--- src/rtl/w5300_socket_n_tx.sv ---
// -----------------------------------------------------------------------------
// w5300_socket_n_tx
//   Socket-N transmit stage of the W5300 driver. While enable_i is high it
//   polls Sn_TX_FSR until the free space covers the payload, streams the
//   payload words from the user TX buffer into Sn_TX_FIFOR, writes the byte
//   count to Sn_TX_WRSR, issues SEND through Sn_CR and waits for Sn_CR to
//   clear. It then pulses done_o, or error_o if the free-space poll times out.
//
// Ports
//   clk         system clock
//   rst_n       asynchronous active-low reset
//   enable_i    level, high while the driver entry is in Transmitting
//   tx_len_i    payload length in bytes, sampled on the enable_i rising edge
//   addr_o      {wr, reg_addr[9:0]} towards the interface (wr=1 write)
//   wr_data_o   write data towards the interface
//   rd_data_i   read data from the interface, valid with op_state_i
//   op_state_i  1-cycle pulse, interface finished the access on addr_o
//   buf_addr_o  user TX buffer word address
//   buf_data_i  buffer read data, valid one cycle after buf_addr_o
//   done_o      1-cycle pulse, SEND accepted (Sn_CR read back as zero)
//   error_o     1-cycle pulse, free-space poll timed out, FIFO untouched
//
// State table
//   IDLE      | waiting for enable rise, tx_len latched on the rise
//   RD_FSR_H  | reading Sn_TX_FSR upper half
//   RD_FSR_L  | reading Sn_TX_FSR lower half
//   CHECK     | free space vs payload, retry poll or give up
//   FETCH     | buffer word in flight, captured at end of cycle
//   WR_FIFO   | writing one payload word to Sn_TX_FIFOR
//   WR_WRSR_H | writing Sn_TX_WRSR upper half (always zero)
//   WR_WRSR_L | writing Sn_TX_WRSR lower half (byte count)
//   WR_CMD    | writing SEND to Sn_CR
//   WAIT_CR   | re-reading Sn_CR until it clears
//   DONE      | success, done pulse follows
//   ERR       | timeout, error pulse follows
//   HOLD      | parked until enable drops
// -----------------------------------------------------------------------------
module w5300_socket_n_tx #(
  parameter int N                   = 0,
  parameter int ETH_TX_BUFFER_WIDTH = 16,
  parameter int FSR_TIMEOUT         = 6000
) (
  input  logic                           clk,
  input  logic                           rst_n,
  input  logic                           enable_i,
  input  logic [15:0]                    tx_len_i,
  output logic [10:0]                    addr_o,
  output logic [15:0]                    wr_data_o,
  input  logic [15:0]                    rd_data_i,
  input  logic                           op_state_i,
  output logic [ETH_TX_BUFFER_WIDTH-1:0] buf_addr_o,
  input  logic [15:0]                    buf_data_i,
  output logic                           done_o,
  output logic                           error_o
);

  localparam logic [9:0] SOCK_BASE = 10'(32'h200 + 32'h040 * N);
  localparam logic [9:0] REG_CR    = SOCK_BASE + 10'h002;
  localparam logic [9:0] REG_WRSR0 = SOCK_BASE + 10'h020;
  localparam logic [9:0] REG_WRSR1 = SOCK_BASE + 10'h022;
  localparam logic [9:0] REG_FSR0  = SOCK_BASE + 10'h024;
  localparam logic [9:0] REG_FSR1  = SOCK_BASE + 10'h026;
  localparam logic [9:0] REG_FIFOR = SOCK_BASE + 10'h02E;

  localparam int            TW   = $clog2(FSR_TIMEOUT + 1) + 1;
  localparam logic [TW-1:0] TMAX = TW'(FSR_TIMEOUT);

  typedef enum logic [3:0] {
    IDLE, RD_FSR_H, RD_FSR_L, CHECK, FETCH, WR_FIFO,
    WR_WRSR_H, WR_WRSR_L, WR_CMD, WAIT_CR, DONE, ERR, HOLD
  } state_t;

  state_t                         state_q, state_d;
  logic                           enable_q;
  logic [15:0]                    tx_len_q, tx_len_d;
  logic [31:0]                    fsr_q, fsr_d;
  logic [TW-1:0]                  timer_q, timer_d;
  logic [15:0]                    word_cnt_q, word_cnt_d;
  logic [ETH_TX_BUFFER_WIDTH-1:0] buf_addr_q, buf_addr_d;
  logic [15:0]                    fifo_word_q, fifo_word_d;
  logic                           done_q, done_d;
  logic                           error_q, error_d;

  logic        en_rise;
  logic        fsr_ok;
  logic [16:0] words;
  logic        last_word;

  assign en_rise   = enable_i & ~enable_q;
  assign fsr_ok    = fsr_q >= {16'h0000, tx_len_q};
  assign words     = ({1'b0, tx_len_q} + 17'd1) >> 1;
  assign last_word = ({1'b0, word_cnt_q} + 17'd1) == words;

  // ---------------------------------------------------------------------------
  // State register
  // ---------------------------------------------------------------------------
  always_ff @(posedge clk or negedge rst_n) begin
    if (!rst_n) begin
      state_q <= IDLE;
    end else begin
      state_q <= state_d;
    end
  end

  // ---------------------------------------------------------------------------
  // Next-state logic
  // ---------------------------------------------------------------------------
  always_comb begin
    state_d = state_q;
    if (state_q != IDLE && !enable_i) begin
      // Dropping enable abandons the transfer wherever it is.
      state_d = IDLE;
    end else begin
      case (state_q)
        IDLE:      if (en_rise) state_d = (tx_len_i == 16'h0000) ? DONE : RD_FSR_H;
        RD_FSR_H:  if (op_state_i) state_d = RD_FSR_L;
        RD_FSR_L:  if (op_state_i) state_d = CHECK;
        CHECK: begin
          if (fsr_ok)              state_d = FETCH;
          else if (timer_q < TMAX) state_d = RD_FSR_H;
          else                     state_d = ERR;
        end
        FETCH:     state_d = WR_FIFO;
        WR_FIFO:   if (op_state_i) state_d = last_word ? WR_WRSR_H : FETCH;
        WR_WRSR_H: if (op_state_i) state_d = WR_WRSR_L;
        WR_WRSR_L: if (op_state_i) state_d = WR_CMD;
        WR_CMD:    if (op_state_i) state_d = WAIT_CR;
        WAIT_CR:   if (op_state_i && rd_data_i[7:0] == 8'h00) state_d = DONE;
        DONE:      state_d = HOLD;
        ERR:       state_d = HOLD;
        HOLD:      state_d = HOLD;
        default:   state_d = IDLE;
      endcase
    end
  end

  // ---------------------------------------------------------------------------
  // Output logic: bus address/data follow the state directly so the
  // interface never sees a stale address after op_state_i.
  // ---------------------------------------------------------------------------
  always_comb begin
    addr_o    = 11'h000;
    wr_data_o = 16'h0000;
    done_d    = 1'b0;
    error_d   = 1'b0;
    case (state_q)
      RD_FSR_H:  addr_o = {1'b0, REG_FSR0};
      RD_FSR_L:  addr_o = {1'b0, REG_FSR1};
      WR_FIFO: begin
        addr_o    = {1'b1, REG_FIFOR};
        wr_data_o = fifo_word_q;
      end
      WR_WRSR_H: addr_o = {1'b1, REG_WRSR0};
      WR_WRSR_L: begin
        addr_o    = {1'b1, REG_WRSR1};
        wr_data_o = tx_len_q;
      end
      WR_CMD: begin
        addr_o    = {1'b1, REG_CR};
        wr_data_o = 16'h0020;
      end
      WAIT_CR:   addr_o = {1'b0, REG_CR};
      DONE:      done_d  = 1'b1;
      ERR:       error_d = 1'b1;
      default:   ;
    endcase
  end

  assign done_o  = done_q;
  assign error_o = error_q;

  // The buffer is a synchronous RAM; presenting the next address lets the
  // word land on buf_data_i in time for the single FETCH cycle.
  assign buf_addr_o = buf_addr_d;

  // ---------------------------------------------------------------------------
  // Datapath next values
  // ---------------------------------------------------------------------------
  always_comb begin
    tx_len_d    = tx_len_q;
    fsr_d       = fsr_q;
    timer_d     = timer_q;
    word_cnt_d  = word_cnt_q;
    buf_addr_d  = buf_addr_q;
    fifo_word_d = fifo_word_q;
    case (state_q)
      IDLE: begin
        timer_d = '0;
        if (en_rise) tx_len_d = tx_len_i;
      end
      RD_FSR_H, RD_FSR_L, CHECK: begin
        // Saturates so a long poll cannot wrap back below the limit.
        if (timer_q != TMAX) timer_d = timer_q + TW'(1);
        if (state_q == RD_FSR_H && op_state_i) fsr_d = {rd_data_i, fsr_q[15:0]};
        if (state_q == RD_FSR_L && op_state_i) fsr_d = {fsr_q[31:16], rd_data_i};
        if (state_q == CHECK && fsr_ok) begin
          word_cnt_d = 16'h0000;
          buf_addr_d = '0;
        end
      end
      FETCH:   fifo_word_d = buf_data_i;
      WR_FIFO: begin
        if (op_state_i) begin
          word_cnt_d = word_cnt_q + 16'd1;
          buf_addr_d = buf_addr_q + ETH_TX_BUFFER_WIDTH'(1);
        end
      end
      default: ;
    endcase
  end

  always_ff @(posedge clk or negedge rst_n) begin
    if (!rst_n) begin
      enable_q    <= 1'b0;
      tx_len_q    <= 16'h0000;
      fsr_q       <= 32'h0000_0000;
      timer_q     <= '0;
      word_cnt_q  <= 16'h0000;
      buf_addr_q  <= '0;
      fifo_word_q <= 16'h0000;
      done_q      <= 1'b0;
      error_q     <= 1'b0;
    end else begin
      enable_q    <= enable_i;
      tx_len_q    <= tx_len_d;
      fsr_q       <= fsr_d;
      timer_q     <= timer_d;
      word_cnt_q  <= word_cnt_d;
      buf_addr_q  <= buf_addr_d;
      fifo_word_q <= fifo_word_d;
      done_q      <= done_d;
      error_q     <= error_d;
    end
  end

endmodule
--- config.mk ---
export PLATFORM = sky130hd
export DESIGN_NAME = w5300_socket_n_tx
export DESIGN_NICKNAME = d
export VERILOG_FILES = /design/src/rtl/w5300_socket_n_tx.sv
export SDC_FILE = /design/constraint.sdc
export NUM_CORES = 1
export LEC_CHECK = 0
export CAP_MARGIN = 10
export CORE_ASPECT_RATIO = 1.2
export CORE_UTILIZATION = 52
export CTS_CLUSTER_SIZE = 28
export DETAILED_ROUTE_END_ITERATION = 10
export PLACE_DENSITY = 0.73
export SLEW_MARGIN = 20
export SYNTH_ARGS = -nofsm -noshare
export SYNTH_HDL_FRONTEND = slang
export SYNTH_SLANG_ARGS = --single-unit
--- constraint.sdc ---
create_clock -name clk -period 7.3 [get_ports clk]
set_input_delay 0.73 -clock clk [delete_from_list [all_inputs] [get_ports clk]]
set_output_delay 0.73 -clock clk [all_outputs]
set_load 0.05 [all_outputs]
[Word level (Yosys, flattened, before mapping)]
Index checks and enable logic that the tools add are counted.
W data, S select, Z words.
Word-level totals
  flip-flop bits (word level): 117
  logic and storage cells: 93
  output and inout bits: 45
  input port bits: 52
Operators by class
  muxes and demuxes: 27
  order comparisons: 2
  reduce and logical (&&, ||, !) cells: 20
  equal/unequal tests: 25
  add/subtract/negate cells: 5
  bitwise operators: 3
Operators with widths (count)
  $mux W16: 5
  $pmux W11 S7: 1
  $pmux W16 S2: 2
  $mux W4: 12
  $pmux W16 S3: 1
  $pmux W4 S11: 1
  $add A16 B1 Y17 const B: 2
  $add A16 B1 Y16 const B: 2
  $ge A32 B16 Y1: 1
  $pmux W14 S2: 1
  $ne A3 B3 Y1 const B: 8
  $eq A4 B4 Y1 const B: 5
  $eq A17 B16 Y1: 1
  $eq A4 B3 Y1 const B: 4
  $logic_not A16 Y1: 1
  $add A14 B1 Y14 const B: 1
  $lt A14 B13 Y1 const B: 1
  $mux W14: 1
  $ne A14 B13 Y1 const B: 1
  $eq A4 B2 Y1 const B: 2
  $logic_not A8 Y1: 1
  $reduce_and A8 Y1: 1
  $ne A2 B2 Y1 const B: 3
  $reduce_and A2 Y1: 3
  other kinds (12): 21

[Longest topological paths before layout]
Gate-level depths: netlist of run 1.
  word-level depth: 6
  depth in mapped cells: 12
  gate-level depth less buffers: 10

[Worst setup path after synthesis of run 1]
Ideal clock, no wire load.
  path type: register to output
  start point: register tx_len_q[0]
  end point: output buf_addr_o[5]
  path slack: 3.754 ns
  cell stages (with the launch flop): 10
  arrival time: 2.816 ns
  data required time: 6.570 ns
  buffers on the path: 0
  cell sequence: dfrtp_1 > ha_1 > nand2b_1 > a2111oi_0 > o32ai_1 > o31ai_2 > nand2_1 > nand2_2 > mux2i_1 > mux2i_1
On the way
  word-level cells in the longest chain between the ends: 4
Ends and longest elaborated chain
  start: declaration: line 75  | logic [15:0] tx_len_q, tx_len_d;
  start signal: assignment: line 225  | tx_len_q <= tx_len_d;
  $ge A32 B16 Y1: line 90  | assign fsr_ok = fsr_q >= {16'h0000, tx_len_q};
  $logic_and A1 B1 Y1: line 196  | if (state_q == CHECK && fsr_ok) begin
  $mux W16: line 196
  $pmux W16 S2: line 186  | case (state_q)
  end: declaration: line 51  | output logic [ETH_TX_BUFFER_WIDTH-1:0] buf_addr_o,
No other way between the ends.

[Worst setup path in the final report of run 1]
  start point: register state_q[2]
  end point: output buf_addr_o[15]
On the way
  word-level cells in the longest chain between the ends: 4
Ends and longest elaborated chain
  start: declaration: line 73  | state_t state_q, state_d;
  start signal: assignment: line 101  | state_q <= state_d;
  $eq A4 B2 Y1: line 186, 196
  $logic_and A1 B1 Y1: line 196
  $mux W16: line 196
  $pmux W16 S2 *: line 186
Mark *: on every way between the ends. The rest lies on a longest branch, timed or not.

==> results.sh, run 1 <==
export IMPL_start_util_pct=54.0
export IMPL_p_leak_nw=3.50
export IMPL_die_w_microns=105
export IMPL_max_slew_margin_pct=33.1
export IMPL_critPathArrivalTime_ns=4.39
export IMPL_power_share_clock_pct=30.5
export IMPL_nFillCells=955
export IMPL_clockBufferDepth=2
export IMPL_muxShareOfSynthArea_pct=12.1
export IMPL_drt_iter0_markers=335
export IMPL_antenna_left=0
export IMPL_yosysWarnings=0
export IMPL_synth_compound_area_share_pct=12.1
export IMPL_n_antenna_cell=0
export IMPL_finalWirelength_microns=16700
export IMPL_cts_made_buffers=17
export IMPL_run_status="completed"
export IMPL_grt_pass1_wl_microns=28100
export IMPL_synth_seq_cells=117
export IMPL_setup_viol=0
export IMPL_dp_hpwl_microns=11900
export IMPL_setup_tns_ns=0
export IMPL_wire_per_inst_microns=18.5
export IMPL_cp_end_kind="output port"
export IMPL_synthTopCellsByCount="dfrtp_1 (117), nor2_1 (43), mux2_2 (41), nand2_1 (41), nand3_1 (41)"
export IMPL_gr_usage_all_layers_pct=27.2
export IMPL_coreArea_sq_um=12300
export IMPL_rsz0062_at_grt="false"
export IMPL_drc=0
export IMPL_firstDrtPassIters=4
export IMPL_die_y_microns=126
export IMPL_clock_skew_ns=0.00754
export IMPL_area_sequential_sq_um=2930
export IMPL_yosys_area_share_simple_pct=17.0
export IMPL_synth_area_top_cells="dfrtp_1 (44%), mux2_2 (7.0%), xnor2_1 (4.9%)"
export IMPL_drv_cap=0
export IMPL_cp_required_ns=6.57
export IMPL_yosysSeqAreaShare_pct=44.1
export IMPL_die_area_sq_um=13200
export IMPL_antenna_found_initial=0
export IMPL_seqPwrFrac_pct=35.5
export IMPL_hp_class="input pin to asynchronous set/reset pin"
export IMPL_ir_drop_v=0.000200
export IMPL_max_freq_ghz=0.195
export IMPL_worstMarginPinSlew_ns=1.00
export IMPL_switching_power_mw=1.06
export IMPL_clkTransAtPathRegs_ns=0.05
export IMPL_numPortBuffers=91
export IMPL_cp_slowest_stage_delay_ns=0.97
export IMPL_synth_edff_count=0
export IMPL_syn_avg_cell_area_sq_um=10.2
export IMPL_async_flop_share_pct=100
export IMPL_holdBufCountCts=0
export IMPL_h_tree_depth=4
export IMPL_ioPinCount=97
export IMPL_cts_tree="built"
export IMPL_finalCritPeriodShare_pct=70.2
export IMPL_rows=44
export IMPL_synth_adder_area_share_pct=3.96
export IMPL_cts_resized=0
export IMPL_synth_largest_area_cell="dfrtp_1"
export IMPL_finalHoldViolations=0
export IMPL_layout_drive_gt1_share_pct=12.0
export IMPL_critPathLaunchType="flop"
export IMPL_num_nets_final=806
export IMPL_cp_cell_sequence="and4bb_1, and2_1, nand4_2, or2_1, nor2_2, nand3_2, o31ai_2, clkdlybuf4s50_1"
export IMPL_postCtsSetupBuffers=0
export IMPL_synth_area_sq_um=6630
export IMPL_clockRootBuffer="clkbuf_16"
export IMPL_grt_remaining_overflow=0
export IMPL_grt_pass1_vias=5645
export IMPL_ys_types=67
export IMPL_yosysMostFrequentCell="dfrtp_1"
export IMPL_internal_power_mw=1.92
export IMPL_grt_max_degree=61
export IMPL_final_max_slew_violation_count=0
export IMPL_cp_max_fo=25
export IMPL_critical_path_class="flop to output port"
export IMPL_period_minus_slack_ns=5.12
export IMPL_syn_to_final_growth_pct=24.3
export IMPL_routed_via_count=5329
export IMPL_multiInputGateArea_sq_um=3460
export IMPL_viasPerCell=5.89
export IMPL_cts_num_sinks=117
export IMPL_place_gp_congestion=0.890
export IMPL_synth_top_family_by_area="simple AND/OR/NAND/NOR gates"
export IMPL_powerDensity_nw_per_um2=361
export IMPL_synth_top_cell_area_share_pct=44.1
export IMPL_power_share_switching_pct=35.5
export IMPL_clock_latency_ns=0.42
export IMPL_p_total_mw=2.98
export IMPL_syn_inst=651
export IMPL_fin_ws_ns=2.18
export IMPL_synth_xor_area_share_pct=6.60
export IMPL_synthFlopType="dfrtp_1"
export IMPL_pre_cts_ws_ns=2.68
export IMPL_p_comb_share_pct=34.0
export IMPL_cp_slowest_cell="and4bb_1"
==> layout by cell type, fill, tap and decap left out, types with 3 or more instances in the layout <==
cell	n
o21ai_1	22
nor3_1	8
a21o_1	4
nor2_1	42
and3_1	14
nand2b_1	3
or3_1	8
a31oi_1	3
xnor2_1	37
a22o_1	20
bufinv_16	5
nand4_1	18
mux2_1	26
clkdlybuf4s50_1	90
ha_1	21
nor3_2	3
buf_4	3
clkbuf_16	17
dfrtp_1	117
mux2i_1	5
o21ai_0	19
a211oi_1	3
nand2_1	41
inv_1	25
nor4_1	13
and4_1	3
o31ai_1	6
mux2_2	41
conb_1	5
a21oi_1	18
xor2_1	13
nand3_1	41
==> power by group through the flow <==
stage	sequential (mW)	clock, mW	combinational [mW]
after detailed placement	1.06	0	1.01
after floorplan	0.945	0	0.814
after global routing	1.08	0.947	1.12
after global placement	1.05	0	0.962
final	1.06	0.908	1.01
after CTS	1.05	0.921	1.02
==> cell families (layout without fill, tap and decap cells) <==
family | Yosys count | after routing
DFF | 117 | 117
muxes | 72 | 72
AOI/OAI and AO/OA | 117 | 117
buffers and inverters | 60 | 149
xor gates and xnor gates | 50 | 50
and+or+nand+nor | 213 | 213
adders and majority gates | 21 | 21
other | 1 | 5
==> path summary, 6_finish.rpt <==
kind,endpoint,from,depth (start not counted),slack [ns]
setup / recovery,buf_addr_o[15],state_q[2],8,2.18
hold / removal,buf_addr_q[15],rst_n,1,0.38
setup reg to reg,buf_addr_q[15],state_q[2],8,4.01
hold reg to reg,fifo_word_q[7],fifo_word_q[7],1,0.48
max in group asynchronous,fsr_q[29],rst_n,2,5.65
min in group clk,fifo_word_q[7],fifo_word_q[7],1,0.48
==> area by class of cell <==
class / count / share of cell area, %
Timing Repair Buffer: 93 / 11.2
Multi-Input combinational cell: 478 / 41.9
Tap cell: 161 / 2.44
Clock inverter: 9 / 2.14
Clock buffer: 21 / 5.58
Sequential cell: 117 / 35.5
Inverter: 26 / 1.21
==> flip-flops by register name, indices dropped and copies added (netlist names) <==
signal / count
fsr_q: 32
word_cnt_q: 16
timer_q: 14
enable_q: 1
buf_addr_q: 16
error_o: 1
tx_len_q: 16
state_q: 4
done_o: 1
fifo_word_q: 16
==> metal layers <==
layer | GRT usage [%] | wire [microns]
met4 | 11.4 | 375
met3 | 6.83 | 886
met5 | 0 | 0
met2 | 45.8 | 8260
met1 | 33.3 | 7230
==> stage by stage <==
| step | utilization [%] | instances | area (sq um) | hold WS, ns |
|---|---|---|---|---|
| finish | 67.2 | 905 | 8250 | 0.375 |
| global route | 67.2 | 905 | 8250 | 0.425 |
| CTS | 67.1 | 905 | 8240 | 0.397 |
| detailed placement | 62.0 | 875 | 7610 | 0.475 |
| global placement | 62.0 | 875 | 7610 | 0.471 |
| floorplan | - | 655 | 6650 | 0.434 |
==> critical path, delay by kind of cell (launching register included) <==
kind	cells	cell delay [ns]
AO/OA/AOI/OAI	1	0.27
flip-flops	1	0.78
buffers and inverters	1	0.84
AND/OR/NAND/NOR	6	2.09
No activity file was read; power rests on OpenSTA's default activity.
==> run 2: changes to the inputs <==
--- a/config.mk
+++ b/config.mk
@@ -7,7 +7,7 @@
 export LEC_CHECK = 0
 export CAP_MARGIN = 10
 export CORE_ASPECT_RATIO = 1.2
-export CORE_UTILIZATION = 52
+export CORE_UTILIZATION = 50
 export CTS_CLUSTER_SIZE = 28
 export DETAILED_ROUTE_END_ITERATION = 10
 export PLACE_DENSITY = 0.73
==> constraint.sdc (replaced) <==
create_clock -name clk -period 4.6 [get_ports clk]
set_input_delay 0.46 -clock clk [delete_from_list [all_inputs] [get_ports clk]]
set_output_delay 0.46 -clock clk [all_outputs]
set_load 0.05 [all_outputs]
==> results.sh, run 2 (synthesized netlist as in run 1, its figures left out) <==
export IMPL_cp_startpoint="state_q[2]"
export IMPL_critPathLaunchType="flop"
export IMPL_h_tree_depth=4
export IMPL_clockBufferDepth=2
export IMPL_postCtsSetupBuffers=0
export IMPL_cp_slowest_cell="clkdlybuf4s50_1"
export IMPL_final_core_util_pct=64.8
export IMPL_met2_usage_pct=43.3
export IMPL_clockRootBuffer="clkbuf_16"
export IMPL_multiInputGateArea_sq_um=3460
export IMPL_drc=0
export IMPL_max_slew_margin_pct=43.2
export IMPL_top_usage_layer="met2"
export IMPL_drt_iter0_markers=344
export IMPL_viasPerCell=5.96
export IMPL_run_status="completed"
export IMPL_cp_max_fo=19
export IMPL_rsz0062_at_grt="false"
export IMPL_grt_remaining_overflow=0
export IMPL_cp_slowest_stage_delay_ns=0.84
export IMPL_clock_latency_ns=0.42
export IMPL_regMostFlops="fsr_q"
export IMPL_num_nets_final=811
export IMPL_ioPinCount=97
export IMPL_final_cell_area_sq_um=8280
export IMPL_nFillCells=987
export IMPL_area_sequential_sq_um=2930
export IMPL_gr_usage_all_layers_pct=26.3
export IMPL_grt_use_met1_pct=32.2
export IMPL_cts_tree="built"
export IMPL_placed_cell_area_sq_um=7640
export IMPL_worstMarginPinSlew_ns=0.850
export IMPL_hp_class="input pin to asynchronous set/reset pin"
export IMPL_finalHoldViolations=0
export IMPL_die_y_microns=128
export IMPL_antenna_found_initial=0
export IMPL_antenna_left=0
export IMPL_cp_cell_sequence="and4bb_1, and2_1, nand4_2, or2_1, nor2_2, nand3_2, o21ai_1, clkdlybuf4s50_1"
export IMPL_finalCritPeriodShare_pct=93.4
export IMPL_coreArea_sq_um=12800
export IMPL_firstDrtPassIters=5
export IMPL_dp_hpwl_microns=12000
export IMPL_cts_made_buffers=17
export IMPL_grt_max_degree=63
export IMPL_finalWirelength_microns=16900
export IMPL_final_common_cell="dfrtp_1"
export IMPL_period_minus_slack_ns=4.30
export IMPL_cp_required_ns=4.14
export IMPL_cp_num_buf_inv=1
export IMPL_die_w_microns=107
export IMPL_cts_num_sinks=117
export IMPL_whs_ns=0.471
export IMPL_setup_viol=0
export IMPL_p_leak_nw=3.56
export IMPL_routed_via_count=5449
export IMPL_max_freq_ghz=0.233
export IMPL_pre_cts_ws_ns=0.642
export IMPL_powerDensity_nw_per_um2=565
export IMPL_fin_ws_ns=0.304
export IMPL_critical_path_class="flop to output port"
export IMPL_ir_drop_v=0.000412
export IMPL_largest_register_ff_count=32
export IMPL_wire_per_inst_microns=18.5
export IMPL_numPortBuffers=91
export IMPL_place_gp_congestion=0.880
export IMPL_cp_end_kind="output port"
export IMPL_die_area_sq_um=13700
export IMPL_fin_cells=915
export IMPL_grt_pass1_wl_microns=27500
export IMPL_p_total_mw=4.68
export IMPL_grt_pass1_vias=5411
export IMPL_final_max_slew_violation_count=0
export IMPL_clkTransAtPathRegs_ns=0.06
export IMPL_critPathArrivalTime_ns=3.84
export IMPL_layout_drive_gt1_share_pct=12.8
export IMPL_clock_skew_ns=0.00957
export IMPL_start_util_pct=51.9
export IMPL_rows=45
export IMPL_n_antenna_cell=0
export IMPL_placed_cells=882
export IMPL_setup_tns_ns=0
export IMPL_final_cell_mix="dfrtp_1 (117), clkdlybuf4s50_1 (87), nor2_1 (43)"
export IMPL_syn_to_final_growth_pct=24.8
export IMPL_crit_family="simple AND/OR/NAND/NOR gates"
export IMPL_r2r_start="tx_len_q[0]"
export IMPL_drv_cap=0
export IMPL_use_met3_pct=6.51
-- run 2: cell types whose count changed in the layout (fill, tap and decap cells not counted), moves of 2 or more --
cell,delta
bufinv_16,-2
dlymetal6s2s_1,+2
clkbuf_8,-2
clkinv_2,-2
inv_6,+5
clkdlybuf4s50_1,-3
inv_8,+2
buf_4,+5
clkinv_4,+2
-- run 2: path summary, 6_finish.rpt --
kind	to	slack [ns]	cells past startpoint
worst min-delay path	buf_addr_q[9]	0.47	2
worst max register to register	word_cnt_q[7]	1.72	9
min in group clk	fifo_word_q[10]	0.49	1
worst max-delay path	buf_addr_o[13]	0.30	8
max in group asynchronous	tx_len_q[5]	3.03	3
worst min register to register	fifo_word_q[10]	0.49	1
-- run 2: report_power, final --
part / internal [mW] / leakage (nW) / total [mW] / switching [mW]
logic: 0.743 / 1.75 / 1.62 / 0.872
clock network: 0.869 / 0.300 / 1.38 / 0.515
registers: 1.33 / 1.51 / 1.68 / 0.353
-- run 2: worst reg2reg max path, cell delays in order (launching register included) --
cell,delay [ns]
dfrtp_1,0.44
ha_1,0.31
nand2b_1,0.14
a2111oi_0,0.40
o32ai_1,0.16
o31ai_2,0.26
nand2_1,0.26
a21oi_2,0.55
o21ai_1,0.16
o31ai_1,0.09
-- run 2: layout make-up --
type,instances,share of cell area (%)
multi-input combinational,478,41.8
sequential,117,35.4
timing repair buffer,98,11.7
clock buffer,18,5.19
tap,164,2.48
clock inverter,14,2.30
inverter,26,1.21
-- run 2: metal layers --
metal  share of wire (%)  vias to the layer above
met1                  42                     2695
met2                  49                      186
met4                 2.7                        0
met3                 6.0                       34
li1                    -                     2534
met5                   0                        -
-- run 2: repair_timing --
item                                    4_1_cts  5_1_grt
hold endpoints to repair                     23        0
hold buffers                                  1        0
endpoints found under the setup margin        0       14
resized for setup                             0        3
==> run 3: changes to the inputs <==
--- a/config.mk
+++ b/config.mk
@@ -8,6 +8,7 @@
 export CAP_MARGIN = 10
 export CORE_ASPECT_RATIO = 1.2
 export CORE_UTILIZATION = 50
+export CTS_CLUSTER_DIAMETER = 120
 export CTS_CLUSTER_SIZE = 28
 export DETAILED_ROUTE_END_ITERATION = 10
 export PLACE_DENSITY = 0.73
==> results of run 3 <==
The final DEF is identical to that of run 2; final timing and power are the same.
